### config.mk
export PLATFORM = sky130hd
export DESIGN_NAME = axi_burst_rd_engine
export DESIGN_NICKNAME = d
export VERILOG_FILES = /design/src/rtl/axi_burst_rd_engine.sv
export SDC_FILE = /design/constraint.sdc
export NUM_CORES = 1
export LEC_CHECK = 0
export ABC_AREA = 1
export BUFFER_PORTS_ARGS = -buffer_cell sky130_fd_sc_hd__buf_2
export CAP_MARGIN = 10
export CORE_ASPECT_RATIO = 0.8
export CORE_UTILIZATION = 47
export DETAILED_ROUTE_END_ITERATION = 6
export GPL_ROUTABILITY_DRIVEN = 0
export PLACE_DENSITY = 0.87
export SYNTH_ARGS = -nofsm -noshare
export SYNTH_HDL_FRONTEND = slang
export SYNTH_SLANG_ARGS = --single-unit
### constraint.sdc
create_clock -name M_AXI_ACLK -period 4.2 [get_ports M_AXI_ACLK]
set_clock_uncertainty 0.2 [all_clocks]
set_input_delay 0.21 -clock M_AXI_ACLK [delete_from_list [all_inputs] [get_ports M_AXI_ACLK]]
set_output_delay 0.21 -clock M_AXI_ACLK [all_outputs]
set_load 0.01 [all_outputs]
### src/rtl/axi_burst_rd_engine.sv
// AXI4 burst read engine: splits a beat-count transfer into INCR bursts
// (capped by MAX_BURST and 4 KB boundaries) and streams read data into a
// local buffer write port.
// Optional build macro: BURST_RD_RRESP_CHK_EN enables the sticky RRESP error flag.
module axi_burst_rd_engine #(
    parameter int unsigned ADDR_W    = 32,
    parameter int unsigned DATA_W    = 64,
    parameter int unsigned MAX_BURST = 16,
    parameter int unsigned LEN_W     = 16,
    parameter int unsigned BUF_AW    = 10
) (
    input  logic                M_AXI_ACLK,
    input  logic                M_AXI_ARESETN,
    input  logic                start,
    input  logic [ADDR_W-1:0]   base_addr,
    input  logic [LEN_W-1:0]    xfer_len,
    output logic                busy,
    output logic                done,
    output logic                err,
    output logic [ADDR_W-1:0]   M_AXI_ARADDR,
    output logic [7:0]          M_AXI_ARLEN,
    output logic [2:0]          M_AXI_ARSIZE,
    output logic [1:0]          M_AXI_ARBURST,
    output logic [3:0]          M_AXI_ARID,
    output logic                M_AXI_ARLOCK,
    output logic [3:0]          M_AXI_ARCACHE,
    output logic [2:0]          M_AXI_ARPROT,
    output logic [3:0]          M_AXI_ARQOS,
    output logic                M_AXI_ARVALID,
    input  logic                M_AXI_ARREADY,
    input  logic [DATA_W-1:0]   M_AXI_RDATA,
    input  logic [1:0]          M_AXI_RRESP,
    input  logic                M_AXI_RLAST,
    input  logic                M_AXI_RVALID,
    output logic                M_AXI_RREADY,
    output logic [BUF_AW-1:0]   wr_addr,
    output logic                wr_en,
    output logic [DATA_W-1:0]   wr_data
);

    localparam int unsigned BYTE_W   = DATA_W / 8;
    localparam int unsigned SIZE_LOG = $clog2(BYTE_W);
    localparam int unsigned CNT_W    = ((LEN_W > 13) ? LEN_W : 13) + 1;

    typedef enum logic [1:0] {ST_IDLE, ST_AR, ST_R, ST_DONE} state_t;

    state_t              state;
    state_t              state_nxt;
    logic [ADDR_W-1:0]   cur_addr;
    logic [LEN_W-1:0]    remaining;
    logic [LEN_W-1:0]    rem_after;
    logic [12:0]         bytes_to_4k;
    logic [CNT_W-1:0]    beats_to_4k;
    logic [CNT_W-1:0]    beats_cap;
    logic [CNT_W-1:0]    burst_beats;
    logic                accept;
    logic                rd_beat;
    logic                last_beat;

    assign M_AXI_ARID    = 4'd0;
    assign M_AXI_ARLOCK  = 1'b0;
    assign M_AXI_ARCACHE = 4'd0;
    assign M_AXI_ARPROT  = 3'd0;
    assign M_AXI_ARQOS   = 4'd0;
    assign M_AXI_ARSIZE  = 3'(SIZE_LOG);
    assign M_AXI_ARBURST = 2'b01;

    assign accept    = (state == ST_IDLE) && start;
    assign rd_beat   = (state == ST_R) && M_AXI_RVALID;
    assign last_beat = rd_beat && M_AXI_RLAST;
    assign rem_after = remaining - LEN_W'(burst_beats);

    // Burst size: smallest of remaining beats, MAX_BURST and beats left in the 4 KB page
    always_comb begin
        bytes_to_4k = 13'h1000 - {1'b0, cur_addr[11:0]};
        beats_to_4k = CNT_W'(bytes_to_4k >> SIZE_LOG);
        beats_cap   = (CNT_W'(remaining) < CNT_W'(MAX_BURST)) ? CNT_W'(remaining)
                                                               : CNT_W'(MAX_BURST);
        burst_beats = (beats_to_4k < beats_cap) ? beats_to_4k : beats_cap;
    end

    // State register
    always_ff @(posedge M_AXI_ACLK) begin
        if (!M_AXI_ARESETN) state <= ST_IDLE;
        else                state <= state_nxt;
    end

    // Next-state logic
    always_comb begin
        state_nxt = state;
        case (state)
            ST_IDLE: if (start) state_nxt = (xfer_len == '0) ? ST_DONE : ST_AR;
            ST_AR:   if (M_AXI_ARREADY) state_nxt = ST_R;
            ST_R:    if (last_beat) state_nxt = (rem_after == '0) ? ST_DONE : ST_AR;
            ST_DONE: state_nxt = ST_IDLE;
            default: state_nxt = ST_IDLE;
        endcase
    end

    // State-decoded outputs; AR payload comes straight from the address/count registers
    always_comb begin
        busy          = (state != ST_IDLE);
        done          = (state == ST_DONE);
        M_AXI_ARVALID = (state == ST_AR);
        M_AXI_RREADY  = (state == ST_R);
        M_AXI_ARADDR  = cur_addr;
        M_AXI_ARLEN   = 8'(burst_beats - CNT_W'(1));
    end

    // Transfer bookkeeping and buffer write port
    always_ff @(posedge M_AXI_ACLK) begin
        if (!M_AXI_ARESETN) begin
            cur_addr  <= '0;
            remaining <= '0;
            wr_en     <= 1'b0;
            wr_addr   <= '0;
            wr_data   <= '0;
        end else begin
            wr_en <= rd_beat;
            if (rd_beat) wr_data <= M_AXI_RDATA;
            if (accept) begin
                cur_addr  <= base_addr & ~ADDR_W'(BYTE_W - 1);
                remaining <= xfer_len;
                wr_addr   <= '0;
            end else begin
                if (wr_en) wr_addr <= wr_addr + BUF_AW'(1);
                if (last_beat) begin
                    remaining <= rem_after;
                    cur_addr  <= cur_addr + (ADDR_W'(burst_beats) << SIZE_LOG);
                end
            end
        end
    end

`ifdef BURST_RD_RRESP_CHK_EN
    // Sticky SLVERR/DECERR flag, cleared by the next accepted start
    always_ff @(posedge M_AXI_ACLK) begin
        if (!M_AXI_ARESETN)               err <= 1'b0;
        else if (accept)                  err <= 1'b0;
        else if (rd_beat && M_AXI_RRESP[1]) err <= 1'b1;
    end

    logic unused_rresp;
    assign unused_rresp = M_AXI_RRESP[0];
`else
    assign err = 1'b0;

    logic [1:0] unused_rresp;
    assign unused_rresp = M_AXI_RRESP;
`endif

endmodule

==> results.tsv, run 1 <==
metric	value	unit
status	complete, but fails checks	
failing checks	negative setup slack	
Mapped Cells	1199	
via count	10406	
Sw Share	0.473	
LEAKAGE	5.49	nW
Final ANT Viol Nets	0	
register area share after synthesis	0.315	
Max VDD drop	0.365	mV
largest net degree at the start of global routing	67	
number of port buffers	230	
Crit path required time	4.29	ns
WHS	0.0240	ns
Setup WS pre-CTS	-0.162	ns
Overall Power	7.23	mW
Clk Latency, worst-skew pair	0.44	ns
Slew headroom	0.426	
MaxCap Viol Count	0	
R2R Setup Slk	-0.18	ns
per-cell routed wire length	17.9	µm
final core utilization	0.740	
final hold vios	0	
# setup viols final	23	
Critical Path Start Type	register	
Initial DRC Count	1411	
RSZ-0062 raised after global routing	true	
sw power	3.42	mW
critical path endpoint category	register	
IO Count	261	
Tcrit/Tclk final	1.04	
Crit-path slowest cell	dfxtp_1	
total track usage	0.323	
cells on worst reg2reg path	30	
max incr delay on CP	0.35	ns
Ant. Diodes	0	
Num CTS Buffers	17	
fin nets	1747	
critical path endpoint	M_AXI_ARADDR[25]	
DP Cell Count	1650	
met3 Use GR	0.0992	
vias in the first global route	9101	
commonest non-fill, non-tap cell in the layout	nand2_1	
Detailed Routing Iterations Pass 1	6	
Clock Power Share	0.200	
WS Path Type	register to register	
dpl hpwl	18100	µm
core footprint	0.0160	mm²
grt met1 use	0.374	
Die ar.	0.0170	mm²
fillcell total	1019	
Top cell by count, worst path	nand2_1	
Crit path max-delay family	simple AND/OR/NAND/NOR gates	
Mapped Avg Cell Area	6.47	µm²
Vias/cell	5.72	
Crit Path Max Fanout	8	
Period minus WS final	4.38	ns
worst hold path type	primary input to register	
setup ws final	-0.176	ns
clk slew on worst S/H paths	0.06	ns
grt met2 use	0.544	
WP depth	30	
Synth-to-Final Area Change	52.1	%
Starting Density	0.487	
Int Power	3.80	mW
R2R Path End	M_AXI_ARADDR[25]	
initial antenna violation count	0	
Top Usage Layer GRT	met2	
Layout Cells excl Fill	1818	
Worst-Margin Slew	0.860	ns
H-tree levels	4	
Critical path origin	remaining[7]	
Yosys Warn Count	0	
drt drc	0	
Sink Count	122	
Die Y	117	µm
arrival time at the worst endpoint	4.47	ns
Hold Crit Depth	4	
maximum buffer depth of the clock tree	2	
P per Cell Area	612	mW/mm²
ratio of cells with drive above 1 in the final layout	0.309	
Clock Tree Root	clkbuf_16	
area occupied by multi-input gates	0.00539	mm²
synthesized cell area	0.00776	mm²
drt total wl	32500	µm
Sequential Power Share	0.187	
FF/Latch Area	0.00245	mm²
Die X	146	µm
fin. max-slew vios	0	
# rows	41	
Worst Path Buf+Inv	6	
flops & latches, synth	122	
synth unique cells	42	
Crit Reg-Reg Startpoint	remaining[7]	
leading cell types in the layout, fill and taps excluded	nand2_1, buf_2, dfxtp_1, a21oi_1, dlygate4sd3_1	
CTS tree	yes	
combinational power share	0.614	
gr ovfl total	0	
global-route wire length before repair	43900	µm
f_max	228	MHz
==> final cells by class <==
| cell class | instances | area share |
|---|---|---|
| Tap cell | 215 | 0.0228 |
| Multi-Input combinational cell | 946 | 0.457 |
| Timing Repair Buffer | 399 | 0.231 |
| Inverter | 104 | 0.0342 |
| Clock buffer | 17 | 0.0360 |
| Sequential cell | 122 | 0.207 |
| Clock inverter | 15 | 0.0125 |
==> kinds of logic after synthesis <==
family                     count (synthesis)  synth area share
adders and majority gates                 37            0.0596
muxes                                      1           0.00129
DFF                                      122             0.315
xor gates and xnor gates                  19            0.0224
buffers and inverters                    171            0.0967
other                                      2          0.000967
AOI/OAI and AO/OA                        216             0.154
and+or+nand+nor                          631             0.350
==> through the flow <==
step / instance area (µm²) / setup TNS (ns)
finish: 11800 / -1.81
global route: 11800 / -6.36
CTS: 11000 / 0
detailed placement: 9240 / -1.13
global placement: 9240 / -0.0387
floorplan: 7910 / 0
==> worst min-delay path, cell delays in order <==
cell and delay [ns]:
buf_2 0.07, o21ai_0 0.07, o21bai_1 0.15, a21oi_1 0.12
==> routing by layer <==
metal	vias up	routed length, µm
met3	250	3410
met2	809	15200
li1	4652	-
met1	4695	11600
met4	0	2190
met5	-	0
==> cell usage after synthesis <==
cell / count / area share
nand2_2: 15 / 0.012
o31ai_1: 1 / 0.00097
clkbuf_1: 38 / 0.018
nand4_1: 16 / 0.013
a21o_1: 2 / 0.0019
a31oi_1: 29 / 0.023
a21oi_2: 3 / 0.0034
or2_2: 9 / 0.0073
a211oi_1: 2 / 0.0019
nand3_2: 10 / 0.013
nand3_1: 56 / 0.036
xor2_2: 1 / 0.0021
xnor2_1: 4 / 0.0045
o22ai_1: 2 / 0.0016
o211ai_1: 4 / 0.0039
o21a_1: 4 / 0.0039
nand2_4: 2 / 0.0029
inv_1: 99 / 0.048
ha_1: 37 / 0.060
nand3b_1: 9 / 0.0087
o221ai_1: 3 / 0.0034
nor4_1: 8 / 0.0064
buf_8: 1 / 0.0019
inv_2: 4 / 0.0019
buf_4: 25 / 0.024
mux2i_1: 1 / 0.0013
nor2_2: 3 / 0.0024
o21ai_1: 3 / 0.0019
nor2_4: 2 / 0.0029
a21oi_1: 122 / 0.079
dfxtp_1: 122 / 0.31
clkinv_1: 1 / 0.00048
xor2_1: 14 / 0.016
buf_2: 3 / 0.0019
o21ai_0: 32 / 0.021
nand2_1: 409 / 0.20
o21bai_1: 8 / 0.0077
a22oi_1: 1 / 0.00097
conb_1: 2 / 0.00097
nor2_1: 76 / 0.037
nor3_2: 1 / 0.0013
nor3_1: 15 / 0.0097
==> state kept, by name, indices dropped and copies added (netlist names) <==
name	flops
state	2
remaining	16
wr_data	64
M_AXI_ARADDR	29
wr_addr	10
wr_en	1
==> how the worst min path moves through the flow <==
stage	start	to	slack, ns
after floorplan	M_AXI_ARESETN	state[0]	0.14
after global placement	wr_data[56]	wr_data[56]	0.25
after detailed placement	wr_data[34]	wr_data[34]	0.25
after CTS	base_addr[7]	M_AXI_ARADDR[7]	0.01
after global routing	base_addr[7]	M_AXI_ARADDR[7]	0.07
final	base_addr[15]	M_AXI_ARADDR[15]	0.02
==> power groups by stage <==
stage	Combinational, mW	Sequential, mW	Clock (mW)
3_5_place_dp	3.06	1.35	0
4_1_cts	3.26	1.33	1.44
3_3_place_gp	2.98	1.34	0
6_report	4.43	1.35	1.44
5_1_grt	4.71	1.35	1.50
2_1_floorplan	2.08	1.37	0
==> repair_timing <==
item	4_1_cts	5_1_grt
endpoints found under the setup margin	19	38
resized for setup	18	149
cloned	0	1
endpoints found under the hold margin	103	0
pin swaps	7	67
hold buffers	106	0
buffers inserted	2	27
(Power assumes the default switching activity.)
==> inputs of run 2 (changes only) <==
MAX_ROUTING_LAYER = met4   (was not set)
==> results.tsv, run 2 (same netlist as run 1, synthesis figures left out) <==
metric	value	unit
Crit path required time	4.37	ns
vias in the first global route	9113	
P per Cell Area	612	mW/mm²
critical path endpoint category	register	
dpl hpwl	18100	µm
Synth-to-Final Area Change	52.4	%
drt drc	7	
Crit Path Max Fanout	8	
Crit-path slowest cell	ha_1	
Clock Tree Root	clkbuf_16	
worst hold path type	primary input to register	
WS Path Type	register to register	
Top cell by count, worst path	nand2_1	
# rows	41	
Final ANT Viol Nets	0	
sw power	3.43	mW
Die ar.	0.0170	mm²
global-route wire length before repair	44100	µm
Int Power	3.81	mW
Clk Latency, worst-skew pair	0.43	ns
drt total wl	32100	µm
max reg flops	64	
cells on worst reg2reg path	28	
CTS tree	yes	
Clock Power Share	0.199	
fillcell total	1016	
core footprint	0.0160	mm²
Sink Count	122	
Sw Share	0.473	
final std cell area, no fill	0.0118	mm²
Vias/cell	5.72	
Die X	146	µm
final hold vios	0	
fin nets	1745	
commonest non-fill, non-tap cell in the layout	nand2_1	
Top reg by flops	wr_data	
status	complete, but fails checks	
post-place instance area	0.00924	mm²
RSZ-0062 raised after global routing	true	
H-tree levels	4	
Num CTS Buffers	17	
Setup WS pre-CTS	-0.162	ns
Sequential Power Share	0.186	
Detailed Routing Iterations Pass 1	7	
Hold Startpoint	base_addr[15]	
fin. max-slew vios	0	
initial antenna violation count	0	
Crit path max-delay family	simple AND/OR/NAND/NOR gates	
LEAKAGE	5.51	nW
DR top layer	met4	
Starting Density	0.487	
f_max	223	MHz
ratio of cells with drive above 1 in the final layout	0.314	
Ant. Diodes	0	
leading cell types in the layout, fill and taps excluded	nand2_1, buf_2, dfxtp_1, dlygate4sd3_1, a21oi_1	
Max VDD drop	0.351	mV
IO Count	261	
Critical Path Start Type	register	
WL met2	15300	µm
failing checks	design-rule violations, negative setup slack	
met3 wire length	3580	µm
Crit Reg-Reg Startpoint	M_AXI_ARADDR[3]	
number of port buffers	230	
Hold Crit Depth	4	
arrival time at the worst endpoint	4.64	ns
Die Y	117	µm
Worst-Margin Slew	0.920	ns
Tcrit/Tclk final	1.07	
gr ovfl total	0	
Worst Path Buf+Inv	5	
maximum buffer depth of the clock tree	2	
combinational power share	0.615	
total track usage	0.335	
# setup viols final	20	
WP depth	28	
per-cell routed wire length	17.7	µm
largest net degree at the start of global routing	67	
Initial DRC Count	1294	
met1 WL	11300	µm
clk slew on worst S/H paths	0.07	ns
setup ws final	-0.277	ns
Period minus WS final	4.48	ns
Critical path origin	M_AXI_ARADDR[3]	
max incr delay on CP	0.34	ns
via count	10384	
MaxCap Viol Count	0	
Slew headroom	0.386	
[run 2: cell count changes in the layout (fill, tap and decap cells not counted), sizes merged]
cell	before	now
buf	293	291
[run 2: final timing paths]
| path | endpoint | slack, ns |
|---|---|---|
| max | state[1] | -0.28 |
| max reg2reg | state[1] | -0.28 |
| min reg2reg | wr_data[24] | 0.26 |
| min | M_AXI_ARADDR[15] | 0.03 |
[run 2: per-layer routing]
layer  vias up  global-route usage
li1       4650                   -
met1      4705               0.378
met2       790               0.543
met3       239               0.103
met4         0               0.169
met5         -                   -
[run 2: what timing repair did]
action | in CTS | in global routing
buffers inserted | 2 | 25
endpoints found under the hold margin | 103 | 0
gates resized for setup | 18 | 158
pin swaps | 7 | 74
hold buffers | 106 | 0
setup endpoints to repair | 19 | 38
cloned | 0 | 1
[run 2: power by group through the flow]
stage	logic, mW	registers, mW	clock network (mW)
floorplan	2.08	1.37	0
global placement	2.98	1.34	0
detailed placement	3.06	1.35	0
CTS	3.26	1.33	1.44
global route	4.72	1.35	1.51
finish	4.45	1.35	1.44
[run 2: metrics by stage]
step / std cells / utilization / power [mW] / hold slack (ns) / setup TNS, ns
after floorplan: 1238 / - / 3.45 / 0.137 / 0
after global placement: 1650 / 0.579 / 4.33 / 0.248 / -0.0387
after detailed placement: 1650 / 0.579 / 4.40 / 0.252 / -1.13
after CTS: 1790 / 0.687 / 6.03 / 0.0115 / 0
after global routing: 1816 / 0.741 / 7.58 / 0.0703 / -8.66
final: 1816 / 0.741 / 7.24 / 0.0285 / -1.67
[run 2: final cells by class]
type / count / area (µm²) / share of cell area
Clock buffer: 17 / 425 / 0.0360
Clock inverter: 15 / 148 / 0.0125
Inverter: 104 / 402 / 0.0340
Multi-Input combinational cell: 946 / 5410 / 0.458
Sequential cell: 122 / 2450 / 0.207
Tap cell: 215 / 269 / 0.0227
Timing Repair Buffer: 397 / 2730 / 0.230
[run 2: worst register-to-register path, delay by kind of cell (launching register included)]
family,cells,cell delay (ns)
and+or+nand+nor,16,2.12
xor gates and xnor gates,1,0.20
buffers and inverters,5,0.50
AOI/OAI and AO/OA,3,0.33
DFF,1,0.33
adders and majority gates,3,0.72
